[src/rtl/ms_video_timing_gen.sv]
// ms_video_timing_gen
//   Parametrised raster timing generator for the VDP. It counts native pixel
//   clocks and lines, then derives logical (pixel/line repeated) hpos/vpos,
//   sync, blank, border, the renderer line lookahead, and line/vblank IRQ
//   pulses. Every output is registered and lags the counters by one clock.
//
//   Optional feature macro: VDP_HLATCH_EN
//     defined   : i_hlatch_strobe is synchronised, edge detected, and latches hpos
//     undefined : i_hlatch_strobe is ignored, o_hlatch_value is tied to 0
//
// Ports
//   i_clk               video pixel clock
//   i_reset             synchronous, active-high reset
//   i_left_col_blank    widen the left border by LEFT_COL_W logical pixels
//   i_irq_line[7:0]     logical line that raises o_line_irq_pulse
//   i_hlatch_strobe     H-counter latch request (async)
//   o_hpos[7:0]         logical x inside the active area, 0 outside
//   o_vpos[7:0]         logical y relative to the active top, mod 256
//   o_hlatch_value[7:0] hpos captured on a latch request
//   o_render_line[7:0]  vpos + RENDER_LEAD for the next line
//   o_render_start      1-clk pulse, renderer begins o_render_line
//   o_next_line         1-clk pulse on the last clock of a logical line
//   o_line_irq_pulse    1-clk pulse, next_line with vpos == i_irq_line
//   o_vblank_irq_pulse  1-clk pulse, next_line with vpos == ACTIVE_LINES
//   o_frame_start       1-clk pulse when the counters wrap to (0,0)
//   o_hsync, o_vsync    sync at the configured polarity
//   o_border, o_blank   inside the border / outside the visible area

module ms_video_timing_gen #(
    parameter int unsigned H_TOTAL      = 800,
    parameter int unsigned H_BLANK      = 640,
    parameter int unsigned H_SYNC_S     = 656,
    parameter int unsigned H_SYNC_E     = 752,
    parameter int unsigned V_TOTAL      = 524,
    parameter int unsigned V_BLANK      = 480,
    parameter int unsigned V_SYNC_S     = 490,
    parameter int unsigned V_SYNC_E     = 492,
    parameter int unsigned H_DIV        = 2,
    parameter int unsigned V_DIV        = 2,
    parameter int unsigned BORDER_L     = 32,
    parameter int unsigned BORDER_R     = 32,
    parameter int unsigned BORDER_T     = 24,
    parameter int unsigned BORDER_B     = 24,
    parameter int unsigned LEFT_COL_W   = 8,
    parameter int unsigned ACTIVE_LINES = 192,
    parameter int unsigned RENDER_LEAD  = 2,
    parameter logic        HSYNC_POL    = 1'b0,
    parameter logic        VSYNC_POL    = 1'b0
) (
    input  logic       i_clk,
    input  logic       i_reset,
    input  logic       i_left_col_blank,
    input  logic [7:0] i_irq_line,
    input  logic       i_hlatch_strobe,
    output logic [7:0] o_hpos,
    output logic [7:0] o_vpos,
    output logic [7:0] o_hlatch_value,
    output logic [7:0] o_render_line,
    output logic       o_render_start,
    output logic       o_next_line,
    output logic       o_line_irq_pulse,
    output logic       o_vblank_irq_pulse,
    output logic       o_frame_start,
    output logic       o_hsync,
    output logic       o_vsync,
    output logic       o_border,
    output logic       o_blank
);

    localparam int unsigned HCW  = $clog2(H_TOTAL);
    localparam int unsigned VCW  = $clog2(V_TOTAL);
    // Repeat factors are 1 or 2, so the logical position is a plain shift
    localparam int unsigned H_SH = (H_DIV == 2) ? 1 : 0;
    localparam int unsigned V_SH = (V_DIV == 2) ? 1 : 0;

    localparam logic [HCW-1:0] C_H_LAST       = HCW'(H_TOTAL - 1);
    localparam logic [HCW-1:0] C_H_BLANK      = HCW'(H_BLANK);
    localparam logic [HCW-1:0] C_H_SYNC_S     = HCW'(H_SYNC_S);
    localparam logic [HCW-1:0] C_H_SYNC_E     = HCW'(H_SYNC_E);
    localparam logic [HCW-1:0] C_LH_ACT_S     = HCW'(BORDER_L);
    localparam logic [HCW-1:0] C_LH_ACT_S_LCB = HCW'(BORDER_L + LEFT_COL_W);
    localparam logic [HCW-1:0] C_LH_ACT_E     = HCW'((H_BLANK >> H_SH) - BORDER_R);

    localparam logic [VCW-1:0] C_V_LAST       = VCW'(V_TOTAL - 1);
    localparam logic [VCW-1:0] C_V_BLANK      = VCW'(V_BLANK);
    localparam logic [VCW-1:0] C_V_SYNC_S     = VCW'(V_SYNC_S);
    localparam logic [VCW-1:0] C_V_SYNC_E     = VCW'(V_SYNC_E);
    localparam logic [VCW-1:0] C_LV_ACT_S     = VCW'(BORDER_T);
    localparam logic [VCW-1:0] C_LV_ACT_E     = VCW'((V_BLANK >> V_SH) - BORDER_B);

    localparam logic [7:0]     C_BORDER_L     = 8'(BORDER_L);
    localparam logic [7:0]     C_BORDER_T     = 8'(BORDER_T);
    localparam logic [7:0]     C_ACTIVE       = 8'(ACTIVE_LINES);
    localparam logic [7:0]     C_LEAD         = 8'(RENDER_LEAD);

    logic [HCW-1:0] r_hcnt;
    logic [VCW-1:0] r_vcnt;

    logic [HCW-1:0] w_lh;
    logic [VCW-1:0] w_lv;
    logic [HCW-1:0] w_lh_start;
    logic           w_h_last;
    logic           w_v_grp_last;
    logic           w_next_line;
    logic           w_frame_wrap;
    logic           w_blank;
    logic           w_hactive;
    logic           w_vactive;
    logic           w_border;
    logic [7:0]     w_hpos;
    logic [7:0]     w_vpos;
    logic           w_hsync;
    logic           w_vsync;

    logic [7:0]     r_hpos;
    logic [7:0]     r_vpos;
    logic [7:0]     r_render_line;
    logic           r_render_start;
    logic           r_next_line;
    logic           r_line_irq;
    logic           r_vblank_irq;
    logic           r_frame_start;
    logic           r_hsync;
    logic           r_vsync;
    logic           r_border;
    logic           r_blank;

    // Native raster counters
    always_ff @(posedge i_clk) begin
        if (i_reset) begin
            r_hcnt <= '0;
            r_vcnt <= '0;
        end else if (w_h_last) begin
            r_hcnt <= '0;
            r_vcnt <= (r_vcnt == C_V_LAST) ? '0 : r_vcnt + VCW'(1);
        end else begin
            r_hcnt <= r_hcnt + HCW'(1);
        end
    end

    // Decode of the current counter position
    assign w_lh         = r_hcnt >> H_SH;
    assign w_lv         = r_vcnt >> V_SH;
    assign w_h_last     = (r_hcnt == C_H_LAST);
    // Last native line of a V_DIV group: every line when V_DIV is 1, odd lines when 2
    assign w_v_grp_last = (V_SH == 0) || r_vcnt[0];
    assign w_next_line  = w_h_last && w_v_grp_last;
    assign w_frame_wrap = w_h_last && (r_vcnt == C_V_LAST);

    assign w_blank      = (r_hcnt >= C_H_BLANK) || (r_vcnt >= C_V_BLANK);
    // The extra left column only masks output; hpos keeps its BORDER_L origin
    assign w_lh_start   = i_left_col_blank ? C_LH_ACT_S_LCB : C_LH_ACT_S;
    assign w_hactive    = !w_blank && (w_lh >= w_lh_start) && (w_lh < C_LH_ACT_E);
    assign w_vactive    = (w_lv >= C_LV_ACT_S) && (w_lv < C_LV_ACT_E);
    assign w_border     = !w_blank && !(w_hactive && w_vactive);

    assign w_hpos       = w_hactive ? (8'(w_lh) - C_BORDER_L) : 8'd0;
    assign w_vpos       = 8'(w_lv) - C_BORDER_T;

    assign w_hsync      = ((r_hcnt >= C_H_SYNC_S) && (r_hcnt < C_H_SYNC_E)) ? HSYNC_POL : ~HSYNC_POL;
    assign w_vsync      = ((r_vcnt >= C_V_SYNC_S) && (r_vcnt < C_V_SYNC_E)) ? VSYNC_POL : ~VSYNC_POL;

    // Registered outputs; reset also discards any pulse due in the same cycle
    always_ff @(posedge i_clk) begin
        if (i_reset) begin
            r_hpos         <= 8'd0;
            r_vpos         <= 8'd0;
            r_render_line  <= 8'd0;
            r_render_start <= 1'b0;
            r_next_line    <= 1'b0;
            r_line_irq     <= 1'b0;
            r_vblank_irq   <= 1'b0;
            r_frame_start  <= 1'b0;
            r_hsync        <= ~HSYNC_POL;
            r_vsync        <= ~VSYNC_POL;
            r_border       <= 1'b0;
            r_blank        <= 1'b1;
        end else begin
            r_hpos         <= w_hpos;
            r_vpos         <= w_vpos;
            r_next_line    <= w_next_line;
            r_line_irq     <= w_next_line && (w_vpos == i_irq_line);
            r_vblank_irq   <= w_next_line && (w_vpos == C_ACTIVE);
            r_frame_start  <= w_frame_wrap;
            r_hsync        <= w_hsync;
            r_vsync        <= w_vsync;
            r_border       <= w_border;
            r_blank        <= w_blank;
            if (w_next_line) begin
                r_render_line <= w_vpos + C_LEAD;
            end
            // Follows next_line by one clock, once render_line holds the new value
            r_render_start <= r_next_line && (r_render_line <= C_ACTIVE);
        end
    end

`ifdef VDP_HLATCH_EN
    logic r_hl_s1;
    logic r_hl_s2;
    logic r_hl_s3;
    logic [7:0] r_hlatch;
    logic w_hl_edge;

    assign w_hl_edge = r_hl_s2 && !r_hl_s3;

    // Two-flop synchroniser, rising-edge detect, then capture of registered hpos
    always_ff @(posedge i_clk) begin
        if (i_reset) begin
            r_hl_s1  <= 1'b0;
            r_hl_s2  <= 1'b0;
            r_hl_s3  <= 1'b0;
            r_hlatch <= 8'd0;
        end else begin
            r_hl_s1 <= i_hlatch_strobe;
            r_hl_s2 <= r_hl_s1;
            r_hl_s3 <= r_hl_s2;
            if (w_hl_edge) begin
                r_hlatch <= r_hpos;
            end
        end
    end

    assign o_hlatch_value = r_hlatch;
`else
    logic w_unused_strobe;
    assign w_unused_strobe = i_hlatch_strobe;
    assign o_hlatch_value  = 8'd0;
`endif

    assign o_hpos             = r_hpos;
    assign o_vpos             = r_vpos;
    assign o_render_line      = r_render_line;
    assign o_render_start     = r_render_start;
    assign o_next_line        = r_next_line;
    assign o_line_irq_pulse   = r_line_irq;
    assign o_vblank_irq_pulse = r_vblank_irq;
    assign o_frame_start      = r_frame_start;
    assign o_hsync            = r_hsync;
    assign o_vsync            = r_vsync;
    assign o_border           = r_border;
    assign o_blank            = r_blank;

endmodule
[config.mk]
export PLATFORM = sky130hd
export DESIGN_NAME = ms_video_timing_gen
export DESIGN_NICKNAME = d
export VERILOG_FILES = /design/src/rtl/ms_video_timing_gen.sv
export SDC_FILE = /design/constraint.sdc
export NUM_CORES = 1
export LEC_CHECK = 0
export ABC_AREA = 1
export BUFFER_PORTS_ARGS = -buffer_cell sky130_fd_sc_hd__buf_2
export CORE_MARGIN = 2
export CORE_UTILIZATION = 30
export CTS_BUF_LIST = sky130_fd_sc_hd__clkbuf_8
export DETAILED_ROUTE_END_ITERATION = 10
export PLACE_DENSITY = 0.52
export SLEW_MARGIN = 40
export SYNTH_ARGS = -nofsm -noshare
export SYNTH_HDL_FRONTEND = slang
export SYNTH_SLANG_ARGS = --single-unit
export TNS_END_PERCENT = 20
[constraint.sdc]
create_clock -name i_clk -period 4 [get_ports i_clk]
set_input_delay 0.8 -clock i_clk [delete_from_list [all_inputs] [get_ports i_clk]]
set_output_delay 0.8 -clock i_clk [all_outputs]
set_load 0.05 [all_outputs]
[Word-level counts from Yosys, hierarchy flattened]
Cells that the tools add are included.
Storage, ports and cells
  register bits after elaboration: 53
Operators by class
  add/sub/neg operators: 5
  magnitude comparators: 11
  eq/ne operators: 4
  mux-type cells: 4
  bitwise logic cells: 1
  reductions and logical operators: 17
Operators with widths (count)
  $add 10x1->10 const B: 2
  $eq 10x10->1 const B: 2
  $ge 10x10->1 const B: 2
  $ge 10x9->1 const B: 2
  $logic_and 1x1->1: 12
  $lt 10x10->1 const B: 1
  $lt 10x9->1 const B: 1
  $mux 10: 1
  $ge 9x5->1 const B: 1
  $ge 9x6->1: 1
  $lt 9x8->1 const B: 1
  $lt 9x9->1 const B: 1
  $add 8x2->8 const B: 1
  $eq 8x8->1: 1
  $eq 8x8->1 const B: 1
  $le 8x8->1 const B: 1
  $sub 8x5->8 const B: 1
  $sub 8x6->8 const B: 1
  $mux 4: 1
  $reduce_or 2->1: 2
  $logic_not 1->1: 2
  $mux 1: 2
  $logic_or 1x1->1: 1
  $not 1->1: 1

[Logic depth before layout (Yosys ltp)]
Gate-level depths: netlist (run 1).
  word-level depth: 8
  mapped depth: 11
  depth with buffers taken out: 11

[Worst setup path after synthesis (run 1)]
Ideal clock, no wire load.
  kind: input -> register
  from: in i_left_col_blank
  to: reg r_border, in the netlist o_border
  arrival time: 1568 ps
  required time: 3886 ps
  slack: 2318 ps
  stages on the path: 8
  buffers on the path: 0
  cells stage by stage: ha_1 nand3_1 nand2_1 nand2_1 nand2_1 nand2_1 o21bai_1 inv_1
On the way
  cells in the longest elaborated chain, start to end: 7
RTL lines
  start, declared: RTL line 52  | input logic i_left_col_blank,
  $mux 4: RTL line 152  | assign w_lh_start = i_left_col_blank ? C_LH_ACT_S_LCB : C_LH_ACT_S;
  $ge 9x6->1: RTL line 153  | assign w_hactive = !w_blank && (w_lh >= w_lh_start) && (w_lh < C_LH_ACT_E);
  $logic_and 1x1->1 (2 in a row): RTL line 153
  $logic_and 1x1->1: RTL line 155  | assign w_border = !w_blank && !(w_hactive && w_vactive);
  $logic_not 1->1: RTL line 155
  $logic_and 1x1->1: RTL line 155
  end signal, assigned: RTL line 187  | r_border <= w_border;
  end, declared: RTL line 125  | logic r_border;
No other way between the ends.
A chain may end at the register's enable or synchronous reset.

[Worst setup path in the final report (run 1)]
  from: reg r_vcnt[4]
  to: reg r_render_line[6], in the netlist o_render_line[6]
On the way
  cells in the longest elaborated chain, start to end: 2
RTL lines
  start, declared: RTL line 97  | logic [VCW-1:0] r_vcnt;
  start signal, assigned: RTL line 135  | r_vcnt <= (r_vcnt == C_V_LAST) ? '0 : r_vcnt + VCW'(1);
  $sub 8x5->8: RTL line 158  | assign w_vpos = 8'(w_lv) - C_BORDER_T;
  net w_vpos[3]: RTL line 111  | logic [7:0] w_vpos;
  $add 8x2->8: RTL line 190  | r_render_line <= w_vpos + C_LEAD;
  end signal, assigned: RTL line 190
  end, declared: RTL line 117  | logic [7:0] r_render_line;
The timed path passes the listed nets, and every way through them passes these cells.

==> results of run 1 <==
## power by group through the flow
stage | registers [uW] | logic [uW] | clock network (uW)
floorplan | 560 | 45.7 | 0
global placement | 549 | 65.5 | 0
detailed placement | 549 | 65.6 | 0
CTS | 537 | 65.8 | 384
global route | 538 | 71.4 | 408
finish | 537 | 65.2 | 370
## sequential cells by signal, summed over array words and instances (netlist names), 8 cells and up
signal and cells:
r_hcnt 10, r_vcnt 10, o_hpos 8, o_render_line 8, o_vpos 8
## worst register-to-register path, cell delays in order, from the launching register on
cell	delay (ps)
sky130_fd_sc_hd__dfxtp_1	620
sky130_fd_sc_hd__inv_1	190
sky130_fd_sc_hd__ha_1	400
sky130_fd_sc_hd__inv_1	90
sky130_fd_sc_hd__nor2_1	100
sky130_fd_sc_hd__nand2_1	70
sky130_fd_sc_hd__xor2_1	160
sky130_fd_sc_hd__nand2_1	80
sky130_fd_sc_hd__nand2_1	40
## through the flow
step | area [sq um] | cells | power (uW) | worst slack [ps] | hold WS [ps]
after CTS | 3040 | 498 | 987 | 2150 | 445
after floorplan | 2660 | 350 | 606 | 2320 | 452
after detailed placement | 2930 | 490 | 615 | 1960 | 438
after global routing | 3040 | 498 | 1020 | 1970 | 443
after global placement | 2930 | 490 | 614 | 2010 | 431
final | 3040 | 498 | 972 | 2150 | 449
## final cells by class
cell class                      instances  area [sq um]  area share (%)
Sequential cell                        53          1060            34.9
Tap cell                              108           135            4.44
Inverter                               44           168            5.51
Multi-Input combinational cell        242          1350            44.3
Timing Repair Buffer                   43           215            7.08
Clock inverter                          3          46.3            1.52
Clock buffer                            5          68.8            2.26
## worst min path at each step
stage               slack (ps)              startpoint                        end  depth (start not counted)
detailed placement         440  o_next_line$_SDFF_PP0_  o_render_start$_SDFF_PP0_                          2
floorplan                  450    r_hcnt[0]$_SDFF_PP0_       r_hcnt[0]$_SDFF_PP0_                          1
CTS                        440  o_next_line$_SDFF_PP0_  o_render_start$_SDFF_PP0_                          2
finish                     450  o_next_line$_SDFF_PP0_  o_render_start$_SDFF_PP0_                          2
global placement           430  o_next_line$_SDFF_PP0_  o_render_start$_SDFF_PP0_                          2
global route               440  o_next_line$_SDFF_PP0_  o_render_start$_SDFF_PP0_                          2
## cells by family (layout without fill, tap and decap cells)
family / count (synthesis) / after routing / synth area share (%)
AOI/OAI and AO/OA: 23 / 23 / 4.95
xor gates and xnor gates: 18 / 18 / 5.99
and+or+nand+nor: 177 / 177 / 31.5
other: 1 / 8 / 0.143
adders and majority gates: 16 / 16 / 7.61
buffers and inverters: 55 / 95 / 9.42
DFF: 53 / 53 / 40.3
## cells in the mapped netlist, drive strengths merged
| library cell | instances | share of area, % |
|---|---|---|
| xnor2 | 3 | 1.0 |
| buf | 10 | 2.9 |
| nor4 | 1 | 0.24 |
| dfxtp | 53 | 40 |
| nand2 | 81 | 12 |
| ha | 16 | 7.6 |
| a31oi | 1 | 0.24 |
| or2 | 1 | 0.24 |
| xor2 | 15 | 5.0 |
| nand3 | 24 | 5.1 |
| nand4 | 9 | 2.7 |
| o21bai | 2 | 0.57 |
| nor3 | 14 | 3.0 |
| nor2 | 45 | 7.2 |
| o22ai | 2 | 0.48 |
| nand3b | 1 | 0.29 |
| a21oi | 9 | 1.7 |
| clkbuf | 1 | 0.14 |
| inv | 44 | 6.4 |
| o21ai | 7 | 1.3 |
| o2111ai | 1 | 0.33 |
| nor3b | 1 | 0.29 |
| conb | 1 | 0.14 |
| o211ai | 1 | 0.29 |
## layout by cell type (no fill, tap or decap), types with 8 or more instances in the layout
cell	synthesis	layout
sky130_fd_sc_hd__nand2_1	76	76
sky130_fd_sc_hd__conb_1	1	8
sky130_fd_sc_hd__nor3_1	12	12
sky130_fd_sc_hd__nor2_1	41	41
sky130_fd_sc_hd__a21oi_1	9	9
sky130_fd_sc_hd__xor2_1	15	15
sky130_fd_sc_hd__buf_2	1	43
sky130_fd_sc_hd__ha_1	16	16
sky130_fd_sc_hd__inv_1	38	38
sky130_fd_sc_hd__nand3_1	21	21
sky130_fd_sc_hd__dfxtp_1	53	53
sky130_fd_sc_hd__nand4_1	8	8
## per-layer routing
layer / GRT usage [%] / vias to the layer above / part of all wire [%]
li1: - / 1166 / -
met1: 18.1 / 994 / 50
met2: 18.9 / 54 / 43
met3: 2.95 / 6 / 5.0
met4: 4.06 / 0 / 1.3
met5: 0 / - / 0
==> impl_metrics.xml, run 1 <==
<?xml version="1.0" encoding="UTF-8"?>
<metrics>
  <group name="clock_network">
    <metric name="max-clock-path-buffers" unit="">2</metric>
    <metric name="cts-hold-fix-buffers" unit="">0</metric>
    <metric name="htree_levels" unit="">2</metric>
    <metric name="clk_root_buffer_cell" unit="">sky130_fd_sc_hd__clkbuf_8</metric>
    <metric name="postCtsSetupBuffers" unit="">0</metric>
    <metric name="cts_resized" unit="">0</metric>
    <metric name="tritoncts" unit="">built</metric>
    <metric name="clk_latency" unit="ps">310</metric>
    <metric name="clock_sinks" unit="">53</metric>
    <metric name="cts_buffers" unit="">5</metric>
    <metric name="clk_pin_slew_worst_paths" unit="ps">100</metric>
  </group>
  <group name="cells_and_area">
    <metric name="insertedDiodeCount" unit="">0</metric>
    <metric name="area_growth_syn_to_layout" unit="%">15.7</metric>
    <metric name="fin_util" unit="%">35.4</metric>
    <metric name="fillerInstances" unit="">924</metric>
    <metric name="share_of_layout_cells_above_drive_strength_1" unit="%">18.7</metric>
    <metric name="final_nets" unit="">417</metric>
  </group>
  <group name="floorplan">
    <metric name="width_of_the_die" unit="um">97.6</metric>
    <metric name="die-area" unit="sq um">9530</metric>
    <metric name="num_io_pins" unit="">53</metric>
    <metric name="initial_core_util" unit="%">30.6</metric>
    <metric name="die_y" unit="um">97.6</metric>
    <metric name="floorplan.rows" unit="">34</metric>
    <metric name="coreArea" unit="sq um">8590</metric>
  </group>
  <group name="route">
    <metric name="detail_route.wl_per_cell" unit="um">11.9</metric>
    <metric name="drt_first_pass_iters" unit="">5</metric>
    <metric name="drtIter0Drc" unit="">103</metric>
    <metric name="drt_drc_violations_left" unit="">0</metric>
    <metric name="routed_wl" unit="mm">5.95</metric>
    <metric name="dr_total_vias" unit="">2220</metric>
    <metric name="vias_per_cell" unit="">4.46</metric>
    <metric name="ant_nets" unit="">0</metric>
  </group>
  <group name="place">
    <metric name="routabilityCongestion" unit="">0.863</metric>
    <metric name="port-buffer-count" unit="">43</metric>
    <metric name="place_hpwl" unit="mm">4.55</metric>
  </group>
  <group name="power_and_ir_drop">
    <metric name="cellLeakagePower" unit="uW">0.00143</metric>
    <metric name="vdd_drop_max" unit="mV">0.202</metric>
    <metric name="power.combinational.fraction" unit="%">6.7</metric>
    <metric name="power_frac_seq" unit="%">55.2</metric>
    <metric name="fraction_of_power_spent_switching_nets" unit="%">24.3</metric>
    <metric name="power.density" unit="nW/um^2">320</metric>
    <metric name="internal_power" unit="uW">735</metric>
    <metric name="total_switching_power" unit="uW">237</metric>
    <metric name="p_clk_share" unit="%">38.1</metric>
  </group>
  <group name="synthesis">
    <metric name="post_synth_num_cell_types" unit="">36</metric>
    <metric name="synth_cells" unit="">343</metric>
    <metric name="ys_seq_elements" unit="">53</metric>
    <metric name="mappedNetlistArea" unit="sq um">2630</metric>
    <metric name="synth-seq-area-share" unit="%">40.3</metric>
    <metric name="synth_area_per_cell" unit="sq um">7.67</metric>
    <metric name="yosysWarningCount" unit="">0</metric>
  </group>
  <group name="min_path">
    <metric name="hold_crit_path_type" unit="">reg2reg</metric>
  </group>
  <group name="timing">
    <metric name="clock.fmax" unit="GHz">0.540</metric>
    <metric name="timing.final.crit_share" unit="%">46.3</metric>
    <metric name="grt_setup_unrepaired" unit="">false</metric>
    <metric name="worst_clock_skew" unit="ps">9.44</metric>
    <metric name="final.setup.tns" unit="ps">0</metric>
    <metric name="period_needed" unit="ps">1850</metric>
    <metric name="slew_violations" unit="">0</metric>
    <metric name="setup-violations-final" unit="">0</metric>
    <metric name="hold_violations" unit="">0</metric>
  </group>
  <group name="global_route">
    <metric name="first_global_vias" unit="">1969</metric>
    <metric name="antenna_found_initial" unit="">0</metric>
    <metric name="grt_util_all_layers" unit="%">12.7</metric>
    <metric name="grt_max_degree" unit="">18</metric>
    <metric name="gr-total-overflow" unit="">0</metric>
    <metric name="grt_pass1_wl" unit="mm">9.76</metric>
  </group>
  <group name="worst_setup_path">
    <metric name="r2r.worst_path.cells" unit="">8</metric>
    <metric name="critical_path_cell_sequence" unit="">inv_1 -&gt; ha_1 -&gt; inv_1 -&gt; nor2_1 -&gt; nand2_1 -&gt; xor2_1 -&gt; nand2_1 -&gt; nand2_1</metric>
    <metric name="arrival" unit="ps">2070</metric>
    <metric name="critical_path.n_buffers_inverters" unit="">2</metric>
    <metric name="timing.rr.start" unit="">r_vcnt[4]$_SDFFE_PP0N_</metric>
    <metric name="critical_path.startpoint_type" unit="">register</metric>
    <metric name="crit_slowest_cell" unit="">sky130_fd_sc_hd__dfxtp_1</metric>
    <metric name="worst-endpoint-required" unit="ps">4210</metric>
    <metric name="critPathMaxFanout" unit="">10</metric>
    <metric name="cp-end-kind" unit="">register</metric>
    <metric name="timing_worst_setup_path_type" unit="">reg2reg</metric>
    <metric name="cp-startpoint" unit="">r_vcnt[4]$_SDFFE_PP0N_</metric>
    <metric name="worstSetupEndpoint" unit="">o_render_line[6]$_SDFFE_PP0P_</metric>
    <metric name="timing.reg2reg.setup_slack" unit="ps">2150</metric>
    <metric name="worst_path_largest_cell_delay" unit="ps">620</metric>
    <metric name="worst-path-stages" unit="">8</metric>
    <metric name="path_delay_family" unit="">flip-flops</metric>
    <metric name="r2r-end" unit="">o_render_line[6]$_SDFFE_PP0P_</metric>
    <metric name="cpMostUsedCell" unit="">sky130_fd_sc_hd__nand2_1</metric>
  </group>
  <group name="status">
    <metric name="status" unit="">finished, final reports clean</metric>
  </group>
  <group name="flow_run">
    <metric name="max_cap_violations" unit="">0</metric>
  </group>
</metrics>
Note: power is estimated with default switching activity, not from simulation.
==> run 2, diff against run 1 <==
==> constraint.sdc (replaced) <==
create_clock -name i_clk -period 1.78 [get_ports i_clk]
set_input_delay 0.356 -clock i_clk [delete_from_list [all_inputs] [get_ports i_clk]]
set_output_delay 0.356 -clock i_clk [all_outputs]
set_load 0.05 [all_outputs]
==> run 2 against run 1 <==
Net effect: worst setup slack got worse by 2000 ps; routed wire length rose by 1.4%; register-to-register slack got worse by 2000 ps; largest cell class unchanged; highest routed layer unchanged.
==> impl_metrics.xml, run 2 (synthesized netlist as in run 1, its figures left out) <==
<?xml version="1.0" encoding="UTF-8"?>
<metrics>
  <group name="worst_setup_path">
    <metric name="critical_path_cell_sequence" unit="">inv_1 -&gt; ha_1 -&gt; inv_1 -&gt; nor2_1 -&gt; nand2_1 -&gt; xor2_1 -&gt; nand2_1 -&gt; nand2_1</metric>
    <metric name="worst-endpoint-required" unit="ps">1990</metric>
    <metric name="critPathMaxFanout" unit="">6</metric>
    <metric name="path_delay_family" unit="">flip-flops</metric>
    <metric name="arrival" unit="ps">1810</metric>
    <metric name="crit_slowest_cell" unit="">sky130_fd_sc_hd__dfxtp_1</metric>
    <metric name="cpMostUsedCell" unit="">sky130_fd_sc_hd__nand2_1</metric>
    <metric name="critical_path.startpoint_type" unit="">register</metric>
    <metric name="cp-end-kind" unit="">register</metric>
    <metric name="worst_path_largest_cell_delay" unit="ps">440</metric>
    <metric name="timing_worst_setup_path_type" unit="">reg2reg</metric>
    <metric name="critical_path.n_buffers_inverters" unit="">2</metric>
  </group>
  <group name="global_route">
    <metric name="grt_max_degree" unit="">18</metric>
    <metric name="gr-total-overflow" unit="">0</metric>
    <metric name="globalRouteMet3Util" unit="%">2.88</metric>
    <metric name="globalRouteMet2Util" unit="%">19.4</metric>
    <metric name="antenna_found_initial" unit="">0</metric>
    <metric name="grt_util_all_layers" unit="%">12.7</metric>
    <metric name="grt_pass1_wl" unit="mm">9.95</metric>
    <metric name="global_route.usage.met1" unit="%">17.9</metric>
    <metric name="grt_most_used_layer" unit="">met2</metric>
    <metric name="first_global_vias" unit="">2089</metric>
  </group>
  <group name="timing">
    <metric name="setup-violations-final" unit="">0</metric>
    <metric name="hold_violations" unit="">0</metric>
    <metric name="worst_clock_skew" unit="ps">8.16</metric>
    <metric name="clock.fmax" unit="GHz">0.623</metric>
    <metric name="timing.final.crit_share" unit="%">90.2</metric>
    <metric name="final.setup.tns" unit="ps">0</metric>
    <metric name="slew_violations" unit="">0</metric>
    <metric name="period_needed" unit="ps">1610</metric>
    <metric name="grt_setup_unrepaired" unit="">false</metric>
  </group>
  <group name="min_path">
    <metric name="hold_crit_path_type" unit="">in2reg</metric>
  </group>
  <group name="clock_network">
    <metric name="htree_levels" unit="">2</metric>
    <metric name="clk_root_buffer_cell" unit="">sky130_fd_sc_hd__clkbuf_8</metric>
    <metric name="clk_pin_slew_worst_paths" unit="ps">100</metric>
    <metric name="max-clock-path-buffers" unit="">2</metric>
    <metric name="postCtsSetupBuffers" unit="">0</metric>
    <metric name="tritoncts" unit="">built</metric>
    <metric name="cts_buffers" unit="">5</metric>
    <metric name="clock_sinks" unit="">53</metric>
    <metric name="clk_latency" unit="ps">310</metric>
  </group>
  <group name="cells_and_area">
    <metric name="insertedDiodeCount" unit="">0</metric>
    <metric name="leading_cell_type_in_the_layout_fill_and_taps_excluded" unit="">sky130_fd_sc_hd__nand2_1</metric>
    <metric name="final_nets" unit="">432</metric>
    <metric name="biggestRegsByFlops" unit="">r_hcnt (10), r_vcnt (10)</metric>
    <metric name="fillerInstances" unit="">931</metric>
    <metric name="most-common-layout-cells" unit="">sky130_fd_sc_hd__nand2_1 (76), sky130_fd_sc_hd__dfxtp_1 (53), sky130_fd_sc_hd__buf_2 (43)</metric>
    <metric name="stdcell_count" unit="">513</metric>
    <metric name="post-route-cell-area" unit="sq um">3130</metric>
    <metric name="layout.area.seq" unit="sq um">1060</metric>
    <metric name="area_growth_syn_to_layout" unit="%">19.0</metric>
    <metric name="area_of_the_multi_input_gates" unit="sq um">1350</metric>
    <metric name="share_of_layout_cells_above_drive_strength_1" unit="%">22.0</metric>
  </group>
  <group name="power_and_ir_drop">
    <metric name="power.density" unit="nW/um^2">653</metric>
    <metric name="cellLeakagePower" unit="uW">0.00149</metric>
    <metric name="vdd_drop_max" unit="mV">0.272</metric>
  </group>
  <group name="floorplan">
    <metric name="die_y" unit="um">97.6</metric>
    <metric name="floorplan.rows" unit="">34</metric>
    <metric name="num_io_pins" unit="">53</metric>
    <metric name="width_of_the_die" unit="um">97.6</metric>
    <metric name="die-area" unit="sq um">9530</metric>
    <metric name="initial_core_util" unit="%">30.6</metric>
    <metric name="coreArea" unit="sq um">8590</metric>
  </group>
  <group name="place">
    <metric name="place.detailed.instances" unit="">505</metric>
    <metric name="dpl_cell_area" unit="sq um">3040</metric>
    <metric name="place_hpwl" unit="mm">4.73</metric>
    <metric name="routabilityCongestion" unit="">0.913</metric>
    <metric name="port-buffer-count" unit="">43</metric>
  </group>
  <group name="route">
    <metric name="vias_per_cell" unit="">4.45</metric>
    <metric name="ant_nets" unit="">0</metric>
    <metric name="drt_drc_violations_left" unit="">0</metric>
    <metric name="dr_total_vias" unit="">2284</metric>
    <metric name="routed_wl" unit="mm">6.03</metric>
    <metric name="detail_route.wl_per_cell" unit="um">11.8</metric>
    <metric name="drt_first_pass_iters" unit="">4</metric>
    <metric name="drtIter0Drc" unit="">139</metric>
  </group>
  <group name="status">
    <metric name="status" unit="">finished, final reports clean</metric>
  </group>
  <group name="flow_run">
    <metric name="max_cap_violations" unit="">0</metric>
  </group>
</metrics>
-- run 2: changes by cell type in the layout (fill, tap and decap cells not counted), sizes merged --
cell / delta
clkinv: -1
clkinvlp: +2
bufinv: -1
buf: +15
-- run 2: cell type report --
cell class	instances	area share, %
tap	108	4.32
multi-input combinational	242	43.0
clock buffer	5	2.20
sequential	53	33.9
clock inverter	3	0.719
inverter	44	5.36
timing repair buffer	58	10.5
-- run 2: power breakdown --
part	switching, uW	total (uW)	leakage [uW]	internal (uW)
logic	116	157	0.00102	41.4
clock network	406	683	0.0000364	276
registers	6.07	1200	0.000430	1200
-- run 2: worst register-to-register path, stage by stage, from the launching register on --
cell and delay [ps]:
sky130_fd_sc_hd__dfxtp_1 440, sky130_fd_sc_hd__inv_1 110, sky130_fd_sc_hd__ha_1 380, sky130_fd_sc_hd__inv_1 100, sky130_fd_sc_hd__nor2_1 110, sky130_fd_sc_hd__nand2_1 70, sky130_fd_sc_hd__xor2_1 160, sky130_fd_sc_hd__nand2_1 80
sky130_fd_sc_hd__nand2_1 50
-- run 2: repair_timing --
action | CTS | global route
hold buffers | 0 | 0
setup endpoints to repair | 0 | 4
resized for setup | 0 | 2
-- run 2: metal layers --
metal | up-vias | share of wire, %
met5 | - | 0
met4 | 0 | 1.3
met3 | 8 | 5.6
met2 | 56 | 44
met1 | 1034 | 49
li1 | 1186 | -
-- run 2: worst paths after layout --
kind / from / endpoint / slack [ps] / cells past startpoint
min reg2reg: o_next_line$_SDFF_PP0_ / o_render_start$_SDFF_PP0_ / 440 / 2
max: r_vcnt[5]$_SDFFE_PP0N_ / o_render_line[6]$_SDFFE_PP0P_ / 170 / 8
min: i_irq_line[6] / o_line_irq_pulse$_SDFF_PP0_ / 340 / 4
max reg2reg: r_vcnt[5]$_SDFFE_PP0N_ / o_render_line[6]$_SDFFE_PP0P_ / 170 / 8
-- run 2: per-stage QoR --
step	worst slack, ps	utilization, %	hold slack (ps)	power, uW
CTS	125	36.4	337	2080
global placement	159	35.4	427	1390
detailed placement	161	35.4	431	1390
floorplan	290	-	440	1360
global route	24.0	36.4	349	2150
finish	175	36.4	340	2040
